$ cat src/rtl/alu_issue.sv
// alu_issue: command queue and sequencer in front of an external ALU.
//
// Commands (opcode, two 65-bit operands, 4-bit tag) are queued in a DEPTH-entry
// FIFO. One command at a time is issued to the ALU through alu_sel/alu_a/alu_b,
// which stay constant while the ALU evaluates. Multiply, divide and modulo
// take MC_CYCLES cycles; every other opcode takes one. The ALU result is
// captured with its tag and presented on a valid/ready result port.
//
// Ports:
//   clk, rst_n                 clock, asynchronous active-low reset
//   in_valid/in_ready          command handshake
//   in_sel, in_a, in_b, in_tag command fields
//   alu_sel, alu_a, alu_b      operands driven to the ALU
//   alu_out                    result returned by the ALU
//   res_valid/res_ready        result handshake
//   res_data, res_tag, res_dz  captured result, its tag, divide-by-zero flag
//   count                      FIFO occupancy
//   busy                       sequencer active or commands queued
module alu_issue #(
  parameter int DEPTH     = 4,
  parameter int MC_CYCLES = 4
) (
  input  logic                  clk,
  input  logic                  rst_n,
  input  logic                  in_valid,
  output logic                  in_ready,
  input  logic [3:0]            in_sel,
  input  logic [64:0]           in_a,
  input  logic [64:0]           in_b,
  input  logic [3:0]            in_tag,
  output logic [3:0]            alu_sel,
  output logic [64:0]           alu_a,
  output logic [64:0]           alu_b,
  input  logic [64:0]           alu_out,
  output logic                  res_valid,
  input  logic                  res_ready,
  output logic [64:0]           res_data,
  output logic [3:0]            res_tag,
  output logic                  res_dz,
  output logic [$clog2(DEPTH):0] count,
  output logic                  busy
);

  localparam int PW    = $clog2(DEPTH);
  localparam int CW    = PW + 1;
  localparam int CNT_W = (MC_CYCLES > 1) ? $clog2(MC_CYCLES) : 1;
  localparam logic [CW-1:0]    DEPTH_C = CW'(DEPTH);
  localparam logic [CNT_W-1:0] MC_LOAD = CNT_W'(MC_CYCLES - 1);

  typedef enum logic [1:0] {
    IDLE   = 2'd0,
    EXEC   = 2'd1,
    RESULT = 2'd2
  } state_e;

  // Multiply (0010), divide (0011) and modulo (0100) need the long evaluation.
  function automatic logic is_multi(input logic [3:0] sel);
    return (sel == 4'b0010) || (sel == 4'b0011) || (sel == 4'b0100);
  endfunction

  // Divide and modulo are the opcodes with a zero-divisor hazard.
  function automatic logic is_div(input logic [3:0] sel);
    return (sel == 4'b0011) || (sel == 4'b0100);
  endfunction

  state_e            state_q, state_d;
  logic [PW-1:0]     wr_ptr_q, wr_ptr_d, rd_ptr_q, rd_ptr_d;
  logic [CW-1:0]     count_q, count_d;
  logic [CNT_W-1:0]  cnt_q, cnt_d;
  logic [3:0]        alu_sel_q, alu_sel_d;
  logic [64:0]       alu_a_q, alu_a_d, alu_b_q, alu_b_d;
  logic [3:0]        tag_q, tag_d;
  logic              res_valid_q, res_valid_d;
  logic [64:0]       res_data_q, res_data_d;
  logic [3:0]        res_tag_q, res_tag_d;
  logic              res_dz_q, res_dz_d;
  logic [3:0]        fifo_sel_q [DEPTH];
  logic [3:0]        fifo_sel_d [DEPTH];
  logic [64:0]       fifo_a_q   [DEPTH];
  logic [64:0]       fifo_a_d   [DEPTH];
  logic [64:0]       fifo_b_q   [DEPTH];
  logic [64:0]       fifo_b_d   [DEPTH];
  logic [3:0]        fifo_tag_q [DEPTH];
  logic [3:0]        fifo_tag_d [DEPTH];
  logic              push, pop;

  // Next-state logic for the sequencer, FIFO pointers and result capture.
  always_comb begin
    // Full is judged on the current count, so a pop cannot free a slot for a
    // push in the same cycle.
    push        = in_valid && (count_q < DEPTH_C);
    pop         = 1'b0;
    state_d     = state_q;
    wr_ptr_d    = wr_ptr_q;
    rd_ptr_d    = rd_ptr_q;
    count_d     = count_q;
    cnt_d       = cnt_q;
    alu_sel_d   = alu_sel_q;
    alu_a_d     = alu_a_q;
    alu_b_d     = alu_b_q;
    tag_d       = tag_q;
    res_data_d  = res_data_q;
    res_tag_d   = res_tag_q;
    res_dz_d    = res_dz_q;
    fifo_sel_d  = fifo_sel_q;
    fifo_a_d    = fifo_a_q;
    fifo_b_d    = fifo_b_q;
    fifo_tag_d  = fifo_tag_q;

    case (state_q)
      IDLE: begin
        if (count_q != {CW{1'b0}}) begin
          pop     = 1'b1;
          state_d = EXEC;
        end else begin
          state_d = IDLE;
        end
      end
      EXEC: begin
        if (cnt_q == {CNT_W{1'b0}}) begin
          state_d   = RESULT;
          res_tag_d = tag_q;
          // A zero divisor yields a defined zero result rather than whatever
          // the ALU happens to produce.
          if (is_div(alu_sel_q) && (alu_b_q == 65'd0)) begin
            res_data_d = 65'd0;
            res_dz_d   = 1'b1;
          end else begin
            res_data_d = alu_out;
            res_dz_d   = 1'b0;
          end
        end else begin
          cnt_d = cnt_q - CNT_W'(1);
        end
      end
      RESULT: begin
        if (res_ready) begin
          if (count_q != {CW{1'b0}}) begin
            pop     = 1'b1;
            state_d = EXEC;
          end else begin
            state_d = IDLE;
          end
        end else begin
          state_d = RESULT;
        end
      end
      default: begin
        state_d = IDLE;
      end
    endcase

    // Issue: operands are only ever loaded on a pop, so they hold between
    // commands.
    if (pop) begin
      alu_sel_d = fifo_sel_q[rd_ptr_q];
      alu_a_d   = fifo_a_q[rd_ptr_q];
      alu_b_d   = fifo_b_q[rd_ptr_q];
      tag_d     = fifo_tag_q[rd_ptr_q];
      cnt_d     = is_multi(fifo_sel_q[rd_ptr_q]) ? MC_LOAD : {CNT_W{1'b0}};
      rd_ptr_d  = rd_ptr_q + PW'(1);
    end else begin
      rd_ptr_d  = rd_ptr_q;
    end

    if (push) begin
      fifo_sel_d[wr_ptr_q] = in_sel;
      fifo_a_d[wr_ptr_q]   = in_a;
      fifo_b_d[wr_ptr_q]   = in_b;
      fifo_tag_d[wr_ptr_q] = in_tag;
      wr_ptr_d             = wr_ptr_q + PW'(1);
    end else begin
      wr_ptr_d             = wr_ptr_q;
    end

    case ({push, pop})
      2'b10:   count_d = count_q + CW'(1);
      2'b01:   count_d = count_q - CW'(1);
      default: count_d = count_q;
    endcase

    res_valid_d = (state_d == RESULT);
  end

  // State, FIFO and output registers with asynchronous clear.
  always_ff @(posedge clk or negedge rst_n) begin
    if (!rst_n) begin
      state_q     <= IDLE;
      wr_ptr_q    <= {PW{1'b0}};
      rd_ptr_q    <= {PW{1'b0}};
      count_q     <= {CW{1'b0}};
      cnt_q       <= {CNT_W{1'b0}};
      alu_sel_q   <= 4'd0;
      alu_a_q     <= 65'd0;
      alu_b_q     <= 65'd0;
      tag_q       <= 4'd0;
      res_valid_q <= 1'b0;
      res_data_q  <= 65'd0;
      res_tag_q   <= 4'd0;
      res_dz_q    <= 1'b0;
      for (int i = 0; i < DEPTH; i++) begin
        fifo_sel_q[i] <= 4'd0;
        fifo_a_q[i]   <= 65'd0;
        fifo_b_q[i]   <= 65'd0;
        fifo_tag_q[i] <= 4'd0;
      end
    end else begin
      state_q     <= state_d;
      wr_ptr_q    <= wr_ptr_d;
      rd_ptr_q    <= rd_ptr_d;
      count_q     <= count_d;
      cnt_q       <= cnt_d;
      alu_sel_q   <= alu_sel_d;
      alu_a_q     <= alu_a_d;
      alu_b_q     <= alu_b_d;
      tag_q       <= tag_d;
      res_valid_q <= res_valid_d;
      res_data_q  <= res_data_d;
      res_tag_q   <= res_tag_d;
      res_dz_q    <= res_dz_d;
      fifo_sel_q  <= fifo_sel_d;
      fifo_a_q    <= fifo_a_d;
      fifo_b_q    <= fifo_b_d;
      fifo_tag_q  <= fifo_tag_d;
    end
  end

  assign in_ready  = (count_q < DEPTH_C);
  assign busy      = (state_q != IDLE) || (count_q != {CW{1'b0}});
  assign count     = count_q;
  assign alu_sel   = alu_sel_q;
  assign alu_a     = alu_a_q;
  assign alu_b     = alu_b_q;
  assign res_valid = res_valid_q;
  assign res_data  = res_data_q;
  assign res_tag   = res_tag_q;
  assign res_dz    = res_dz_q;

endmodule

$ cat config.mk
export PLATFORM = sky130hd
export DESIGN_NAME = alu_issue
export DESIGN_NICKNAME = d
export VERILOG_FILES = /design/src/rtl/alu_issue.sv
export SDC_FILE = /design/constraint.sdc
export NUM_CORES = 1
export LEC_CHECK = 0
export CAP_MARGIN = 20
export CORE_MARGIN = 2
export CORE_UTILIZATION = 50
export CTS_CLUSTER_SIZE = 24
export DETAILED_ROUTE_END_ITERATION = 16
export GPL_TIMING_DRIVEN = 0
export PLACE_DENSITY = 0.73
export SLEW_MARGIN = 20
export SYNTH_ARGS = -nofsm -noshare
export SYNTH_HDL_FRONTEND = slang
export SYNTH_SLANG_ARGS = --single-unit
$ cat constraint.sdc
create_clock -name clk -period 4.7 [get_ports clk]
set_input_delay 1.41 -clock clk [delete_from_list [all_inputs] [get_ports clk]]
set_output_delay 1.41 -clock clk [all_outputs]
set_load 0.05 [all_outputs]
======== Word-level counts from Yosys, hierarchy flattened ========
Index checks and enable logic that the tools add are counted.
storage, ports and cells
  bits in registers ....................... 772
  input port bits ......................... 207
  output and inout port bits .............. 210
  logic and storage cells ................. 101
cells by class
  add/sub/neg operators ................... 5
  $lt $le $gt $ge ......................... 4
  equality and inequality tests ........... 11
  muxes and demuxes ....................... 34
  bitwise operators ....................... 2
  reduce and logical (&&, ||, !) cells .... 16
operators by type and width
  cell                                                                   number
  260-bit bitwise mux                                                    2
  65-bit two-way mux                                                     6
  65-bit binary-select mux with 2-bit select                             2
  65-bit demux with 2-bit select                                         1
  65-bit zero test                                                       1
  16-bit bitwise mux                                                     2
  4-bit two-way mux                                                      5
  4-bit binary-select mux with 2-bit select                              2
  4-bit by 2-bit equality test with 1-bit output, second input constant  3
  2-bit two-way mux                                                      6
  4-bit demux with 2-bit select                                          1
  4-bit by 3-bit equality test with 1-bit output, second input constant  2
  2-bit equality test, second input constant                             3
  3-bit >= comparator, second input constant                             2
  2-bit inverter with 3-bit output                                       2
  2-bit one-hot mux with 3 select lines                                  1
  3-bit one-hot mux with 2 select lines                                  1
  2-bit nonzero test                                                     3
  2-bit by 1-bit adder with 2-bit output, second input constant          2
  2-bit by 1-bit equality test with 1-bit output, second input constant  2
  2-bit zero test                                                        2
  1-bit logical OR                                                       4
  1-bit two-way mux                                                      4
  2-bit AND reduction                                                    2
  other kinds (9)                                                        11

======== Logic depth before layout (Yosys ltp) ========
Gate-level depths: netlist (run 1).
  word-level depth ........................ 9
  gate-level depth with buffers ........... 11
  mapped depth without buffers ............ 9

======== Worst setup path before layout (run 1) ========
No wires, ideal clock.
  path kind ............................... input-to-reg
  start point ............................. input port res_ready
  end point ............................... register count_q[2], in the netlist count[2]
  arrival time ............................ 3044 ps
  path slack .............................. 1517 ps
  stages on the path ...................... 11
  path through ............................ nor2b_1 > or3_1 > buf_2 > inv_2 > buf_2 > ha_1 > inv_1 > fa_1 > xor2_1 > nor2_1 > xnor2_1
between the ends
  word-level cells in the longest chain between the ends .. 4
  elaborated cells on any way between the ends .. 6
  those cells by class .................... eq/ne: 2; mux: 3; reduce/logical: 1
ends and longest elaborated chain
  what                                                                                   line  RTL
  start: declaration                                                                     36    input logic res_ready,
  1-bit two-way mux *                                                                    137   if (res_ready) begin
  1-bit one-hot mux with 2 select lines *                                                110   case (state_q)
  net pop                                                                                85    logic push, pop;
  2-bit by 1-bit equality test with 1-bit output or 2-bit equality test (tied branches)  176   case ({push, pop})
  3-bit one-hot mux with 2 select lines or 2-bit nonzero test (tied branches)            --
  end signal: assignment                                                                 191   count_q <= {CW{1'b0}};
  end signal: assignment                                                                 211   count_q <= count_d;
  end: declaration                                                                       68    logic [CW-1:0] count_q, count_d;
Mark *: on every way through the listed nets, which the timed path passes. The rest lies on a longest branch.
A chain may end at the register's enable or synchronous reset.

======== Final worst setup path (run 1) ========
  start point ............................. register count_q[0], in the netlist count[0]
  end point ............................... output port busy
between the ends
  word-level cells in the longest chain between the ends .. 2
ends and longest elaborated chain
  what                line  RTL
  3-bit nonzero test  229   assign busy = (state_q != IDLE) || (count_q != {CW{1'b0}});
  1-bit logical OR    229
  end: declaration    41    output logic busy
No other way between the ends.

==> reports/metrics.yaml, run 1 <==
clock_tree:
  cts_buffers: 81
  post_cts_buffers: 0
  insertion_delay_ns: 0.61
  clockRootBuffer: "clkbuf_16"
  cts_buffer_depth: 3
  clk_pin_slew_ns: 0.06
  cts_tree: "built"
  ctsHoldBuffers: 0
  cts-htree-levels: 3
  cts_num_sinks: 772
  ctsResizeCount: 0
final_layout:
  layout_commonest_cell: "dfrtp_1"
  seq_area_um2: 19300
  syn2layout_area_growth_pct: 25.2
  layout.nets: 2955
  fillers: 4804
  drive_above_1_share: 0.353
  multiInputGateArea_um2: 12600
  final_cell_mix: "772 x dfrtp_1, 556 x mux2_2, 424 x nand2_1"
worst_setup_path:
  reg2regPathDepth: 11
  cp_slowest_cell: "clkdlybuf4s50_1"
  path_class: "reg2out"
  critical-path-top-delay-family: "simple AND/OR/NAND/NOR gates"
  crit_path_start_kind: "flip-flop"
  crit_end: "busy"
  r2r-end: "count[2]"
  cp-end-kind: "output pin"
  worstReg2RegStart: "count[0]"
  worstPathArrival_ns: 2.59
  cp.depth: 3
  cp_num_buf_inv: 1
  required_ns: 3.29
  path_cells: "nor3_2 > nand2_1 > clkdlybuf4s50_1"
  crit_fanout: 4
  crit_path_start: "count[0]"
  ff2ff_setup_slack_ns: 1.65
  slowest_delay_ns: 0.76
global_routing:
  grt_util_met3: 0.0443
  grt-ovfl-total: 0
  grt_max_degree: 111
  gr-usage-met2: 0.428
  grt_usage: 0.250
  antenna_found_initial: 11
  grt_pass1_vias: 21949
  met1_usage: 0.324
  grt_pass1_wl_um: 128000
  top_usage_layer: "met2"
synthesis:
  syn_avg_cell_area_um2: 14.6
  synth_cells: 2235
  synth_top_area_share: 0.592
  synth_seq_cells: 772
  synthTopCellsByArea: "dfrtp_1 59%, mux2_2 19%, mux4_2 9.5%"
  yosysUniqueCellTypes: 37
  synth_nets: 2449
  ys.warnings.count: 0
  yosysTopAreaCell: "dfrtp_1"
  yosysSeqAreaShare: 0.592
  synth_area_um2: 32700
routing:
  via_count: 20091
  drc: 0
  wirelength_um: 82600
  drt-pass1-iter-count: 5
  drtAntennaViolNets: 0
  drt-initial-drc-count: 1115
  via_per_inst: 5.48
  wl_per_cell_um: 22.5
timing:
  grt_setup_unrepaired: "false"
  hold_violations: 0
  fin_setup_tns_ns: 0
  slew-limit-headroom: 0.234
  worst_pin_slew_ns: 1.15
  finClkSkew_ns: 0.0190
  setup_violations: 0
  post-route-period-util: 0.851
  fmax_ghz: 0.250
  maxSlewViolCount: 0
  period_needed_ns: 4.00
placed_design:
  finalWeightedCongestion: 0.841
  hpwlAfterDp_um: 58100
  io_buffers: 416
outcome:
  status: "completed"
floorplan:
  die_h_um: 260
  ios: 417
  initial_core_util: 0.507
  die_area_um2: 67400
  rows: 93
  core_area_um2: 64500
  die_w_um: 260
pwr:
  peakVddDrop_uv: 596
  p_comb_frac: 0.442
  swShare: 0.374
  p_leak_nw: 18.3
  power_density_nw_per_um2: 809
  p_int_mw: 20.7
  p_sw_mw: 12.4
  clock_power_share: 0.199
  power_frac_seq: 0.358
  finalPower_mw: 33.1
hold_path:
  hold_path.class: "reg2reg"
flow_run:
  drv_cap: 0
-- per-layer routing --
layer	wire length, um	vias to the layer above
li1	-	8953
met1	34400	10573
met2	42300	439
met3	3750	120
met4	2140	6
met5	43	-
-- worst min path at each step --
| stage | start | endpoint | slack [ns] | cells past startpoint |
|---|---|---|---|---|
| final | alu_a[48] | alu_a[48] | 0.47 | 2 |
| after global routing | alu_a[42] | alu_a[42] | 0.50 | 2 |
| after CTS | alu_a[42] | alu_a[42] | 0.48 | 2 |
| after detailed placement | alu_a[5] | alu_a[5] | 0.46 | 2 |
| after global placement | tag_q[3] | tag_q[3] | 0.46 | 2 |
| after floorplan | tag_q[0] | tag_q[0] | 0.44 | 2 |
-- state kept, by name, summed over array words and instances, names as in the netlist --
| signal | cells |
|---|---|
| state_q | 2 |
| cnt_q | 2 |
| res_dz | 1 |
| count | 3 |
| tag_q | 4 |
| alu_b | 65 |
| alu_sel | 4 |
| res_valid | 1 |
| fifo_sel_q | 16 |
| rd_ptr_q | 2 |
| fifo_b_q | 260 |
| fifo_tag_q | 16 |
| res_tag | 4 |
| res_data | 65 |
| fifo_a_q | 260 |
| alu_a | 65 |
| wr_ptr_q | 2 |
-- cells by family after synthesis --
group	after synthesis	share of synthesized area
AO/OA/AOI/OAI	72	0.0161
buffers and inverters	155	0.0240
multiplexers	760	0.307
XOR/XNOR	7	0.00188
AND/OR/NAND/NOR	462	0.0563
flip-flops	772	0.592
adder cells (fa/ha/maj)	7	0.00291
-- worst register-to-register path, stage by stage (launching register included) --
cell	delay [ns]
dfrtp_1	0.43
nor3_2	0.67
or3_1	0.21
buf_2	0.36
inv_2	0.16
buf_2	0.26
ha_1	0.25
inv_1	0.07
fa_1	0.18
xor2_1	0.16
nor2_1	0.07
xnor2_1	0.13
-- cell usage after synthesis --
cell	instances
inv_2	1
nand4_1	3
xor2_1	1
nand3b_1	1
or3_1	1
nor4_2	1
and3b_1	2
nand2_1	424
o21ai_0	3
clkbuf_4	3
buf_6	5
dfrtp_1	772
nor4_1	15
xnor2_1	6
fa_1	1
nor3_1	1
nand2b_1	1
mux4_2	138
nor2b_1	3
a211oi_2	1
buf_1	2
o211ai_1	2
mux2_2	556
nor2_1	5
nor3b_1	2
nor3_2	1
or3b_2	1
ha_1	6
inv_1	9
a22o_1	1
buf_2	93
a21oi_2	40
clkbuf_1	32
buf_4	10
or4_1	1
a21oi_1	25
mux2i_1	66
-- through the flow --
stage / instance area [um^2] / utilization / setup WS, ns / hold slack (ns) / instances
2_1_floorplan: 32700 / - / 1.52 / 0.442 / 2235
3_3_place_gp: 37900 / 0.588 / -30.37 / 0.458 / 3506
3_5_place_dp: 38100 / 0.591 / 0.539 / 0.461 / 3513
4_1_cts: 40800 / 0.634 / 0.383 / 0.478 / 3659
5_1_grt: 40900 / 0.634 / 0.702 / 0.499 / 3665
6_report: 40900 / 0.634 / 0.700 / 0.475 / 3665
-- area by class of cell --
cell class / instances / area share
clock inverters: 25 / 0.00793
diodes: 6 / 0.000367
plain buffers: 145 / 0.0183
flip-flops and latches: 772 / 0.473
multi-input cells: 1308 / 0.307
clock buffers: 121 / 0.0597
repair buffers: 423 / 0.107
well taps: 855 / 0.0262
inverters: 10 / 0.000918
-- power groups by stage --
stage          Sequential (mW)  Clock [mW]  Combinational [mW]
2_1_floorplan             14.2           0                7.67
3_3_place_gp              11.8           0                14.4
3_5_place_dp              11.9           0                14.8
4_1_cts                   11.8        6.73                14.8
5_1_grt                   12.2        7.01                15.6
6_report                  11.9        6.59                14.6
Note: power is estimated with default switching activity, not from simulation.
==> run 2, diff against run 1 <==
CORE_UTILIZATION = 45   (was 50)
PLACE_DENSITY = 0.67   (was 0.73)
SLEW_MARGIN = default   (was 20)
==> run 2 against run 1 <==
Compared with the run above: clock skew increased by 0.0034 ns; global-route usage decreased by 2.1 points; highest routed layer unchanged; worst hold slack got worse by 0.0050 ns; largest cell class unchanged; first-iteration DRC count decreased by 1.8%; combinational power about the same.
==> reports/metrics.yaml, run 2 (synthesis gave the netlist of run 1 again) <==
worst_setup_path:
  ff2ff_setup_slack_ns: 1.69
  worstPathArrival_ns: 2.40
  path_cells: "nor3_1 > clkbuf_4 > nand2_1 > clkdlybuf4s50_1"
  crit_path_start_kind: "flip-flop"
  r2r-end: "res_data[14]"
  crit_fanout: 4
  required_ns: 3.29
  cp-end-kind: "output pin"
  slowest_delay_ns: 0.73
  worstReg2RegStart: "alu_b[49]"
  cp_slowest_cell: "clkdlybuf4s50_1"
  reg2regPathDepth: 5
  path_class: "reg2out"
routing:
  drt-pass1-iter-count: 5
  via_per_inst: 5.32
  wirelength_um: 84100
  wl_per_cell_um: 22.3
  drt-initial-drc-count: 1095
  via_count: 20092
  drtAntennaViolNets: 0
  drc: 0
timing:
  fin_setup_tns_ns: 0
  post-route-period-util: 0.810
  grt_setup_unrepaired: "false"
  period_needed_ns: 3.81
  finClkSkew_ns: 0.0225
  slew-limit-headroom: 0.279
  worst_pin_slew_ns: 1.08
  maxSlewViolCount: 0
  hold_violations: 0
  setup_violations: 0
  fmax_ghz: 0.263
  hold_slack_ns: 0.469
clock_tree:
  ctsHoldBuffers: 0
  cts_tree: "built"
  post_cts_buffers: 0
  clk_pin_slew_ns: 0.06
  cts_buffer_depth: 3
  clockRootBuffer: "clkbuf_16"
  cts-htree-levels: 3
  insertion_delay_ns: 0.64
  cts_num_sinks: 772
  ctsResizeCount: 0
  cts_buffers: 86
hold_path:
  min_from: "tag_q[0]"
  min_to: "tag_q[0]"
  hold_path.class: "reg2reg"
  min_delay_path_depth: 2
floorplan:
  die_w_um: 273
  die_area_um2: 74700
  core_area_um2: 71600
  rows: 98
  ios: 417
  die_h_um: 273
  initial_core_util: 0.456
final_layout:
  drive_above_1_share: 0.355
  seq_area_um2: 19300
  top_regs: "fifo_a_q: 260 flops, fifo_b_q: 260 flops"
  layout.nets: 2960
  final_cell_mix: "772 x dfrtp_1, 556 x mux2_2, 424 x nand2_1"
  layout_commonest_cell: "dfrtp_1"
  multiInputGateArea_um2: 12600
  stdcell_area_um2: 41000
  syn2layout_area_growth_pct: 25.6
  fillers: 5656
global_routing:
  grt_usage: 0.229
  grt_pass1_vias: 22274
  grt-ovfl-total: 0
  antenna_found_initial: 17
  grt_pass1_wl_um: 131000
  grt_max_degree: 127
pwr:
  finalPower_mw: 33.0
  p_leak_nw: 18.3
  peakVddDrop_uv: 618
  power_density_nw_per_um2: 805
flow_run:
  drv_cap: 0
outcome:
  status: "completed"
placed_design:
  finalWeightedCongestion: 0.822
  hpwlAfterDp_um: 58600
  place_area_um2: 38200
  io_buffers: 416
==> run 2: cell count changes in the layout (fill, tap and decap cells not counted), moves of 2 or more <==
cell | previous run | this run
clkinv_8 | 0 | 3
clkbuf_8 | 22 | 20
clkinvlp_4 | 1 | 5
diode_2 | 6 | 12
clkbuf_16 | 83 | 86
clkinv_2 | 12 | 20
bufinv_16 | 7 | 3
==> run 2: area by class of cell <==
class	instances	share of cell area
flip-flops and latches	772	0.471
multi-input cells	1308	0.306
repair buffers	423	0.106
clock buffers	121	0.0605
well taps	950	0.0290
plain buffers	145	0.0182
clock inverters	35	0.00787
inverters	10	0.000915
diodes	12	0.000732
==> run 2: where the power goes <==
| part | total (mW) | switching [mW] | internal [mW] | leakage, nW |
|---|---|---|---|---|
| clock | 6.60 | 2.74 | 3.86 | 1.39 |
| combinational | 14.6 | 7.90 | 6.72 | 7.58 |
| sequential | 11.8 | 1.80 | 10.0 | 9.34 |
| total | 33.0 | 12.4 | 20.6 | 18.3 |
==> run 2: metrics by stage <==
stage / std cells / worst slack, ns / util
floorplan: 2235 / 1.52 / -
global placement: 3601 / -30.42 / 0.531
detailed placement: 3607 / 0.432 / 0.533
CTS: 3763 / 0.126 / 0.572
global route: 3775 / 0.772 / 0.573
finish: 3776 / 0.892 / 0.573
==> run 2: how the worst max path moves through the flow <==
stage,start,to,depth (start not counted)
4_1_cts,count[0],busy,3
3_5_place_dp,res_ready,count[2],12
3_3_place_gp,rst_n,alu_a[47],1
6_report,count[0],busy,4
5_1_grt,count[0],busy,4
2_1_floorplan,res_ready,count[2],11
==> run 2: routing by layer <==
metal / routed length (um) / share of wire / GRT usage / up-vias
met5: 53 / 0.00063 / 0 / -
met1: 35500 / 0.42 / 0.298 / 10524
met3: 4080 / 0.048 / 0.0430 / 135
met2: 41900 / 0.50 / 0.383 / 450
li1: - / - / - / 8975
met4: 2620 / 0.031 / 0.0864 / 8
==> run 2: worst max-delay path: cells and delay by family (launching register included) <==
family | cells | cell delay [ns]
buffers and inverters | 2 | 0.97
and+or+nand+nor | 2 | 0.35
DFF | 1 | 0.43
